## src/rtl/updown_counter.sv

```systemverilog
// Up/down counter over the runtime range 0..max_i with load, wrap or saturate
// terminal behaviour, and registered last/wrap pulses.
module updown_counter #(
  parameter int WIDTH    = 8,
  parameter bit SATURATE = 1'b0
) (
  input  logic             clk_i,
  input  logic             rst_i,
  input  logic             ena_i,
  input  logic             up_i,
  input  logic             load_i,
  input  logic [WIDTH-1:0] value_i,
  input  logic [WIDTH-1:0] max_i,
  output logic [WIDTH-1:0] count_o,
  output logic             last_o,
  output logic             wrap_o,
  output logic             zero_o
);

  logic [WIDTH-1:0] count_q = '0;
  logic             last_q  = 1'b0;
  logic             wrap_q  = 1'b0;
  logic [WIDTH-1:0] inc;
  logic [WIDTH-1:0] dec;

  // Only used when count < max_i (inc) or count > 0 (dec), so never overflows.
  assign inc = count_q + WIDTH'(1);
  assign dec = count_q - WIDTH'(1);

  always_ff @(posedge clk_i) begin
    last_q <= 1'b0;
    wrap_q <= 1'b0;
    if (rst_i) begin
      count_q <= '0;
    end else if (load_i) begin
      count_q <= value_i;
    end else if (ena_i) begin
      if (up_i) begin
        if (count_q < max_i) begin
          count_q <= inc;
          last_q  <= (inc == max_i);
        end else if (SATURATE) begin
          // holds at max_i, or clamps an out-of-range count down to it
          count_q <= max_i;
        end else begin
          count_q <= '0;
          wrap_q  <= 1'b1;
        end
      end else begin
        if (count_q > max_i) begin
          count_q <= max_i;
        end else if (count_q == '0) begin
          if (!SATURATE) begin
            count_q <= max_i;
            wrap_q  <= 1'b1;
          end
        end else begin
          count_q <= dec;
          last_q  <= (dec == '0);
        end
      end
    end
  end

  assign count_o = count_q;
  assign last_o  = last_q;
  assign wrap_o  = wrap_q;
  assign zero_o  = (count_q == '0);

endmodule

```

## config.mk

```make
export PLATFORM = sky130hd
export DESIGN_NAME = updown_counter
export DESIGN_NICKNAME = d
export VERILOG_FILES = /design/src/rtl/updown_counter.sv
export SDC_FILE = /design/constraint.sdc
export NUM_CORES = 1
export LEC_CHECK = 0
export ABC_AREA = 1
export BUFFER_PORTS_ARGS = -buffer_cell sky130_fd_sc_hd__buf_2
export CORE_MARGIN = 1
export CORE_UTILIZATION = 55
export DETAILED_ROUTE_END_ITERATION = 10
export HOLD_SLACK_MARGIN = 0.15
export PLACE_DENSITY_LB_ADDON = 0.08
export SETUP_SLACK_MARGIN = 0.3
export SYNTH_ARGS = -nofsm -noshare
export SYNTH_HDL_FRONTEND = slang
export SYNTH_SLANG_ARGS = --single-unit
```

## constraint.sdc

```tcl
create_clock -name clk_i -period 2.4 [get_ports clk_i]
set_input_delay 0.72 -clock clk_i [delete_from_list [all_inputs] [get_ports clk_i]]
set_output_delay 0.72 -clock clk_i [all_outputs]
set_load 0.05 [all_outputs]
```

=== Word-level counts from Yosys, hierarchy flattened ===
Index checks and enable logic that the tools add are counted.
W data, S select, Z words.

* Output and inout port bits: 11
* Logic and storage cells: 27
* Flip-flop bits (word level): 10
* Input bits: 21

* Add/sub/neg operators: 2
* Bitwise logic cells: 1
* Order comparisons: 2
* Equal/unequal tests: 1
* Multiplexer cells: 14
* Reduce and logical (&&, ||, !) cells: 4

{| class="wikitable"
|+ Operator list
! operator !! count
|-
| $mux W8 || 6
|-
| $logic_not A8 Y1 || 2
|-
| $add A8 B1 Y8 const B || 1
|-
| $eq A8 B8 Y1 || 1
|-
| $gt A8 B8 Y1 || 1
|-
| $lt A8 B8 Y1 || 1
|-
| $mux W1 || 8
|-
| $sub A8 B1 Y8 const B || 1
|-
| $reduce_or A3 Y1 || 1
|-
| $reduce_bool A2 Y1 || 1
|-
| $not A1 Y1 || 1
|}

=== Longest topological paths before layout ===
Gate-level depths: netlist (run 1).

* Depth in word-level cells: 6
* Mapped depth: 16
* Gate-level depth less buffers: 16

=== Worst setup path before layout (run 1) ===
Ideal clock, no wire load.

* Path kind: reg2out
* Start point: register count_q[0], in the netlist count_o[0]
* End point: output zero_o
* Arrival: 1596 ps
* Slack: 84 ps
* Stages on the path, launching flop included: 6
* Path buffers: 0
* Required time: 1680 ps
* Cell sequence: dfxtp_1 > inv_1 > ha_1 > nor3b_2 > nand2_4 > inv_6

* Cells in the longest elaborated chain, start to end: 1

{| class="wikitable"
|+ Ends and longest elaborated chain
! element !! RTL line !! text
|-
| start, declared || 20 || <nowiki>logic [WIDTH-1:0] count_q = '0;</nowiki>
|-
| start signal, assigned || 36 || <nowiki>count_q <= value_i;</nowiki>
|-
| start signal, assigned || 40 || <nowiki>count_q <= inc;</nowiki>
|-
| start signal, assigned || 44 || <nowiki>count_q <= max_i;</nowiki>
|-
| $logic_not A8 Y1 || 68 || <nowiki>assign zero_o = (count_q == '0);</nowiki>
|-
| end, declared || 17 || <nowiki>output logic zero_o</nowiki>
|}

No other way between the ends.

=== Worst setup path in the final report (run 1) ===
* Start point: register count_q[1], in the netlist count_o[1]
* End point: output zero_o

The elaborated chain is that of the path after synthesis.

==> results of run 1 <==
-- critical path, stage by stage, from the launching register on --
cell	delay [ps]
dfxtp_2	340
inv_4	70
ha_4	130
nor3b_4	210
nand2_4	100
inv_8	80
buf_8	140
-- path summary, 6_finish.rpt --
path,startpoint,endpoint,cells after the start
max reg2reg,count_o[7],count_o[3],10
min reg2reg,count_o[2],count_o[2],2
min,count_o[2],count_o[2],2
max,count_o[1],zero_o,6
-- registers in the layout, indices dropped and copies added, names as in the netlist --
name	cells
count_o	8
last_o	1
wrap_o	1
-- routing by layer --
layer,share of wire,wire (um),track usage
met5,0,0,0
met4,0.030,143,0.1581
met3,0.099,465,0.04237
met2,0.45,2114,0.5447
met1,0.42,1988,0.4365
-- placed cells by master, fill, tap and decap left out, types with 4 or more instances in the layout --
| master | netlist | layout |
|---|---|---|
| nand2_1 | 96 | 94 |
| nor2_1 | 33 | 32 |
| buf_2 | 0 | 30 |
| inv_1 | 25 | 21 |
| buf_4 | 2 | 17 |
| nand3_1 | 17 | 16 |
| a21oi_1 | 10 | 9 |
| o21ai_0 | 10 | 9 |
| xor2_1 | 8 | 8 |
| ha_1 | 12 | 8 |
| inv_2 | 4 | 7 |
| nand4_1 | 7 | 7 |
| a21oi_2 | 5 | 6 |
| nand2_2 | 3 | 5 |
| dfxtp_2 | 0 | 5 |
| dfxtp_1 | 10 | 5 |
| o21ai_1 | 3 | 4 |
| ha_4 | 0 | 4 |
-- final cells by class --
class / count / area (um^2)
well taps: 30 / 37.54
inverters: 31 / 131.4
fillers: 207 / 591.8
multi-input cells: 218 / 1204
flip-flops and latches: 10 / 206.4
clock buffers: 4 / 36.28
repair buffers: 50 / 315.3
-- kinds of logic after synthesis --
logic type	Yosys count
and+or+nand+nor	168
adders and majority gates	12
AOI/OAI and AO/OA	29
buffers and inverters	38
xor gates and xnor gates	8
DFF	10
-- repair_timing --
item	4_1_cts	5_1_grt
pin swaps	0	9
gates resized for setup	11	16
endpoints found under the setup margin	1	10
gates cloned	0	1
setup buffers	0	5
-- where the power goes --
part           switching (mW)  total (mW)  leakage, nW  internal, mW
clock                  0.0706       0.163       0.0210        0.0923
combinational           0.375       0.598        0.951         0.223
sequential             0.0317       0.213       0.0841         0.182
total                   0.478       0.974         1.06         0.497
==> flow_metrics.env, run 1 <==
export IMPL_outcome="complete, no violations"
export IMPL_finalWeightedCongestion=0.9638
export IMPL_maxCapViolations=0
export IMPL_synth_area_per_cell_um2=5.642
export IMPL_wire_per_inst_um=13.74
export IMPL_clk_path_buf_depth=2
export IMPL_synthMuxAreaShare=0
export IMPL_antenna_found_initial=0
export IMPL_ir_drop_v=0.0005300
export IMPL_numCtsBuffers=3
export IMPL_yosys_register_bits=10
export IMPL_critical_path_max_fanout=7
export IMPL_grt_pass1_vias=1540
export IMPL_die_y_um=54.14
export IMPL_r2r_slack_ps=420
export IMPL_dp_cells=333
export IMPL_path_clk_slew_ps=70
export IMPL_final_util=0.7654
export IMPL_worst_slew_pin_slew_ps=377.1
export IMPL_grt_pass1_wl_um=6900
export IMPL_rsz0062_at_grt="true"
export IMPL_leakage_nw=1.056
export IMPL_die_area_um2=2931
export IMPL_ctsHoldBuffers=0
export IMPL_setup_viol=0
export IMPL_finalHoldViolations=0
export IMPL_core_um2=2522
export IMPL_overflow=0
export IMPL_synth_fa_ha_area_frac=0.1004
export IMPL_fmaxAchievable_mhz=485.7
export IMPL_drv_slew=0
export IMPL_clock_tree_root_cell="clkbuf_4"
export IMPL_finalCriticalPeriod_ps=2059
export IMPL_drc=0
export IMPL_seq_area_frac_synth=0.1339
export IMPL_vias=1877
export IMPL_finClkSkew_ps=10.97
export IMPL_clock_latency_ps=280
export IMPL_htree_levels=1
export IMPL_hpwl_um=3558
export IMPL_power_mw=0.9744
export IMPL_clkSinkCount=10
export IMPL_max_slew_margin=0.7483
export IMPL_cts_tree="yes"
export IMPL_async_flop_share=0
export IMPL_synth_area_leaders="nand2_1 24%, dfxtp_1 13%, ha_1 10%"
export IMPL_required_ps=1680
export IMPL_synth_nets=298
export IMPL_grt_usage=0.3366
export IMPL_pin_count=32
export IMPL_synth_cells=265
export IMPL_cp_end_kind="output port"
export IMPL_synthTopCellsByCount="96 x nand2_1, 33 x nor2_1, 25 x inv_1"
export IMPL_port_buffers=31
export IMPL_yosysWarningCount=0
export IMPL_vias_per_cell=5.472
export IMPL_yosysMostFrequentCell="nand2_1"
export IMPL_dpl_worst_slack_ps=64.68
export IMPL_drive_gt1_frac=0.3003
export IMPL_powerDensity_nw_per_um2=504.7
export IMPL_synth_xor_area_frac=0.04686
export IMPL_start_util=0.5928
export IMPL_synth_top_family_by_area="simple AND/OR/NAND/NOR gates"
export IMPL_synth_compound_area_share=0.1113
export IMPL_yosysTopAreaCell="nand2_1"
export IMPL_synth_top_area_frac=0.2410
export IMPL_critPathLaunchType="flop"
export IMPL_fin_area_um2=1931
export IMPL_postPlaceCellArea_um2=1747
export IMPL_drtIter0Drc=93
export IMPL_ant_nets=0
export IMPL_fin_nets=347
export IMPL_crit_type="reg -> out"
export IMPL_finalSetupTns_ps=0
export IMPL_synth_edf_count=0
export IMPL_synthSimpleGateAreaFrac=0.4904
export IMPL_fin_crit_sh=0.8578
export IMPL_synthFlopType="dfxtp_1"
export IMPL_fin_cells=343
export IMPL_grt_max_degree=15
export IMPL_hold_slack_ps=545.7
export IMPL_synthesis_area_um2=1495
export IMPL_die_x_um=54.14
export IMPL_drt_wl_total_um=4712
export IMPL_min_path_type="reg -> reg"
export IMPL_synth_distinct_cells=28
export IMPL_num_rows=18
export IMPL_diodes=0
export IMPL_firstDrtPassIters=5
export IMPL_synthToLayoutAreaGrowth_pct=29.12
export IMPL_arrival_ps=1340
export IMPL_fin_ws_ps=341.3
Note: power is estimated with default switching activity, not from simulation.
==> run 2: changes to the inputs <==
Settings changed: PLACE_DENSITY set to 0.8, PLACE_DENSITY_LB_ADDON 0.08 to not set.
==> run 2 against run 1 <==
Cell count shrank 0.29%. Critical path depth grew 8. Fmax grew 0.13%. Highest routed layer unchanged. Count of clock-buffer cells in the layout shrank 1. Critical endpoint is now count_o[1]. Via count shrank 3.1%.
==> flow_metrics.env, run 2 (synthesis results as in run 1) <==
export IMPL_ctsHoldBuffers=0
export IMPL_power_mw=0.9319
export IMPL_fin_crit_sh=0.8567
export IMPL_outcome="complete, no violations"
export IMPL_clock_tree_root_cell="clkbuf_4"
export IMPL_leakage_nw=1.067
export IMPL_die_y_um=54.14
export IMPL_min_path_type="reg -> reg"
export IMPL_drive_gt1_frac=0.2885
export IMPL_ir_drop_v=0.0004699
export IMPL_max_slew_margin=0.7222
export IMPL_num_fill_cells=205
export IMPL_drc=0
export IMPL_pin_count=32
export IMPL_rsz0062_at_grt="false"
export IMPL_ant_nets=0
export IMPL_cts_tree="yes"
export IMPL_vias=1819
export IMPL_finalWeightedCongestion=0.9702
export IMPL_worst_slew_pin_slew_ps=415.1
export IMPL_clock_latency_ps=260
export IMPL_final_common_cell="nand2_1"
export IMPL_grt_pass1_vias=1480
export IMPL_arrival_ps=2200
export IMPL_hp_start="count_o[4]"
export IMPL_cp_end_kind="flop"
export IMPL_rr_endpoint="count_o[1]"
export IMPL_fin_nets=347
export IMPL_finalCriticalPeriod_ps=2056
export IMPL_largest_reg_flops=8
export IMPL_num_rows=18
export IMPL_synthToLayoutAreaGrowth_pct=30.04
export IMPL_switching_share=0.5030
export IMPL_path_clk_slew_ps=60
export IMPL_die_area_um2=2931
export IMPL_antenna_found_initial=0
export IMPL_pwr_share_seq=0.227
export IMPL_maxCapViolations=0
export IMPL_vias_per_cell=5.319
export IMPL_reg2regPathDepth=12
export IMPL_port_buffers=31
export IMPL_grt_max_degree=15
export IMPL_drv_slew=0
export IMPL_finalSetupTns_ps=0
export IMPL_numCtsBuffers=3
export IMPL_drt_wl_total_um=4560
export IMPL_min_to="count_o[4]"
export IMPL_firstDrtPassIters=4
export IMPL_grt_usage=0.3094
export IMPL_fmaxAchievable_mhz=486.4
export IMPL_overflow=0
export IMPL_switchingPower_mw=0.4687
export IMPL_drtIter0Drc=65
export IMPL_p_clk_frac=0.122
export IMPL_core_um2=2522
export IMPL_crit_type="in -> reg"
export IMPL_whs_path_depth=2
export IMPL_clk_path_buf_depth=2
export IMPL_r2r_start="count_o[6]"
export IMPL_grt_pass1_wl_um=6527
export IMPL_r2r_slack_ps=360
export IMPL_setup_viol=0
export IMPL_wire_per_inst_um=13.33
export IMPL_required_ps=2540
export IMPL_hpwl_um=3372
export IMPL_layout_common_cells="93 x nand2_1, 32 x nor2_1, 30 x buf_2"
export IMPL_critical_path_max_fanout=6
export IMPL_finClkSkew_ps=4.078
export IMPL_dpl_worst_slack_ps=49.54
export IMPL_intPower_mw=0.4632
export IMPL_die_x_um=54.14
export IMPL_finalHoldViolations=0
export IMPL_clkSinkCount=10
export IMPL_diodes=0
export IMPL_fin_ws_ps=343.9
export IMPL_htree_levels=1
export IMPL_powerDensity_nw_per_um2=479.3
export IMPL_power_frac_comb=0.651
export IMPL_start_util=0.5928
export IMPL_critPathLaunchType="primary input"
## run 2: cell count changes in the layout (fill, tap and decap cells not counted), moves of 2 or more
cell | before | now
nor2_2 | 3 | 1
dfxtp_1 | 5 | 7
dfxtp_2 | 5 | 3
nor2_4 | 1 | 3
## run 2: area by class of cell
type                            instances  area [um^2]  share of cell area
Multi-Input combinational cell        218         1234              0.6345
Clock buffer                            3        22.52             0.01158
Timing Repair Buffer                   50        315.3              0.1622
Inverter                               31        131.4             0.06757
Sequential cell                        10        203.9              0.1049
Tap cell                               30        37.54             0.01931
## run 2: worst max path at each step
stage / start / end / slack [ps]
6_report: max_i[5] / count_o[1] / 340
4_1_cts: count_o[1] / zero_o / 320
2_1_floorplan: count_o[7] / count_o[5] / 330
3_3_place_gp: max_i[7] / count_o[1] / 30
3_5_place_dp: max_i[7] / count_o[4] / 50
5_1_grt: max_i[7] / count_o[0] / 270
## run 2: routing by layer
layer  vias up  track usage  wire [um]
met4         0      0.08974         57
li1        945            -          -
met5         -            0          0
met2        74       0.5041       2156
met3         9      0.01695        297
met1       791       0.4326       2049
## run 2: stage by stage
stage	hold slack (ps)	instance area, um^2	utilization	cells
after floorplan	616.5	1498	-	265
after global placement	576.4	1754	0.6954	334
after detailed placement	585.0	1754	0.6954	334
after CTS	593.6	1808	0.7168	338
after global routing	601.9	1944	0.7708	342
final	580.1	1944	0.7708	342
## run 2: power groups by stage
stage	Clock (mW)	Combinational, mW	Sequential [mW]
floorplan	0	0.344	0.251
global placement	0	0.519	0.211
detailed placement	0	0.521	0.212
CTS	0.115	0.541	0.210
global route	0.124	0.666	0.214
finish	0.113	0.607	0.212
## run 2: what timing repair did
action / CTS / global route
pin swaps: 0 / 6
resized for setup: 8 / 21
cloned: 0 / 1
setup endpoints to repair: 1 / 10
setup buffers: 1 / 3
## run 2: critical path, stage by stage
cell     delay, ps
buf_2          100
inv_1          110
ha_4           220
a21oi_2        120
nor2_1          80
nor2_4         210
nand2_8        100
buf_6          140
nand3_1         80
nand2_1         80
nand2_1         60
nand2_1         60
nand2_1         50
a21oi_1         50
==> run 3: changes to the inputs <==
==> constraint.sdc (replaced) <==
create_clock -name clk_i -period 2.4 [get_ports clk_i]
set_input_delay 0.12 -clock clk_i [delete_from_list [all_inputs] [get_ports clk_i]]
set_output_delay 0.12 -clock clk_i [all_outputs]
set_load 0.05 [all_outputs]
==> run 3 against run 2 <==
Power down 4.1%. Combinational power down 11%. Critical path type is now reg -> reg. Count of clock-buffer cells in the layout up 1. Critical path depth down 3. Clock power up 39%. Design area down 9.5%. Core utilization down 7.3 points. Non-clock buffer count down 10. Critical endpoint is now count_o[6]. Global-route usage up 1.3 points. Fmax up 8.4%. First-iteration DRC count up 14%. Cell count down 2.9%.
==> flow_metrics.env, run 3 (synthesis results as in run 1) <==
export IMPL_num_rows=18
export IMPL_clkSinkCount=10
export IMPL_min_to="wrap_o"
export IMPL_die_x_um=54.14
export IMPL_power_mw=0.8934
export IMPL_maxCapViolations=0
export IMPL_synthToLayoutAreaGrowth_pct=17.66
export IMPL_rsz0062_at_grt="false"
export IMPL_powerDensity_nw_per_um2=507.9
export IMPL_firstDrtPassIters=5
export IMPL_drv_slew=0
export IMPL_worst_slew_pin_slew_ps=382.7
export IMPL_die_area_um2=2931
export IMPL_setup_viol=0
export IMPL_htree_levels=1
export IMPL_critPathLaunchType="flop"
export IMPL_overflow=0
export IMPL_clock_tree_root_cell="clkbuf_4"
export IMPL_whs_path_depth=3
export IMPL_leakage_nw=0.9993
export IMPL_pin_count=32
export IMPL_start_util=0.5928
export IMPL_layout_common_cells="95 x nand2_1, 33 x nor2_1, 31 x buf_2"
export IMPL_drive_gt1_frac=0.2252
export IMPL_rr_endpoint="count_o[6]"
export IMPL_port_buffers=31
export IMPL_drt_wl_total_um=4305
export IMPL_outcome="complete, no violations"
export IMPL_r2r_slack_ps=500
export IMPL_ant_nets=0
export IMPL_grt_max_degree=17
export IMPL_finalSetupTns_ps=0
export IMPL_drc=0
export IMPL_crit_type="reg -> reg"
export IMPL_fin_crit_sh=0.7904
export IMPL_path_clk_slew_ps=70
export IMPL_critical_path_max_fanout=11
export IMPL_numCtsBuffers=3
export IMPL_arrival_ps=2110
export IMPL_antenna_found_initial=0
export IMPL_finalHoldViolations=0
export IMPL_finClkSkew_ps=6.580
export IMPL_grt_usage=0.3225
export IMPL_core_um2=2522
export IMPL_grt_pass1_wl_um=6720
export IMPL_min_path_type="in -> reg"
export IMPL_cts_tree="yes"
export IMPL_fin_nets=336
export IMPL_vias_per_cell=5.331
export IMPL_finalCriticalPeriod_ps=1897
export IMPL_drtIter0Drc=74
export IMPL_r2r_start="count_o[7]"
export IMPL_num_fill_cells=267
export IMPL_max_slew_margin=0.7446
export IMPL_postPlaceCellArea_um2=1693
export IMPL_critPathLaunch="count_o[7]"
export IMPL_final_util=0.6974
export IMPL_largest_reg_flops=8
export IMPL_required_ps=2610
export IMPL_hp_start="up_i"
export IMPL_hpwl_um=3379
export IMPL_fin_area_um2=1759
export IMPL_final_common_cell="nand2_1"
export IMPL_fmaxAchievable_mhz=527.2
export IMPL_wire_per_inst_um=12.97
export IMPL_grt_pass1_vias=1418
export IMPL_die_y_um=54.14
export IMPL_clock_latency_ps=280
export IMPL_ir_drop_v=0.0003706
export IMPL_cts_setup_buffers=0
export IMPL_diodes=0
export IMPL_vias=1770
export IMPL_clk_path_buf_depth=2
export IMPL_finalWeightedCongestion=0.9422
export IMPL_cp_end_kind="flop"
export IMPL_reg2regPathDepth=11
==> run 3: how the worst max path moves through the flow <==
stage                 end  slack [ps]  cells past startpoint
2_1_floorplan  count_o[5]         330                     11
3_3_place_gp   count_o[6]         370                     11
3_5_place_dp   count_o[6]         380                     14
4_1_cts        count_o[6]         360                     14
5_1_grt        count_o[6]         340                     11
6_report       count_o[6]         500                     11
==> run 3: per-layer routing <==
metal,vias up,part of all wire,track usage
li1,916,-,-
met1,760,0.47,0.4908
met2,87,0.42,0.4776
met3,7,0.086,0.01695
met4,0,0.016,0.09402
met5,-,0,0
==> run 3: worst max-delay path, cell delays in order (launching register included) <==
cell	delay, ps
dfxtp_2	400
ha_1	270
a21o_1	200
nor2_1	200
nand2_2	200
nand2_4	150
nand2_1	70
nand2_1	80
nand2_1	60
nand2_1	60
nand2_1	60
a21oi_2	100
==> run 3: layout make-up <==
cell class	count	area (um^2)	share of cell area
clock buffers	4	36.28	0.02063
inverters	31	126.4	0.07183
multi-input cells	217	1127	0.6408
flip-flops and latches	10	203.9	0.1159
well taps	30	37.54	0.02134
repair buffers	40	227.7	0.1294
==> run 3: stage by stage <==
stage / instances / setup slack, ps / hold slack [ps]
after floorplan: 265 / 330.6 / 287.4
after global routing: 332 / 344.6 / 231.1
final: 332 / 503.0 / 213.7
after detailed placement: 326 / 378.2 / 425.8
after global placement: 326 / 373.4 / 423.1
after CTS: 332 / 355.9 / 195.3
==> run 3: report_power, final <==
group | switching (mW) | internal (mW)
clock | 0.0650 | 0.0923
sequential | 0.0152 | 0.181
combinational | 0.364 | 0.175
total | 0.445 | 0.449
==> run 3: timing repair <==
item / CTS / global route
gates resized for setup: 0 / 4
endpoints found under the setup margin: 0 / 8
endpoints found under the hold margin: 7 / 0
hold buffers: 2 / 0
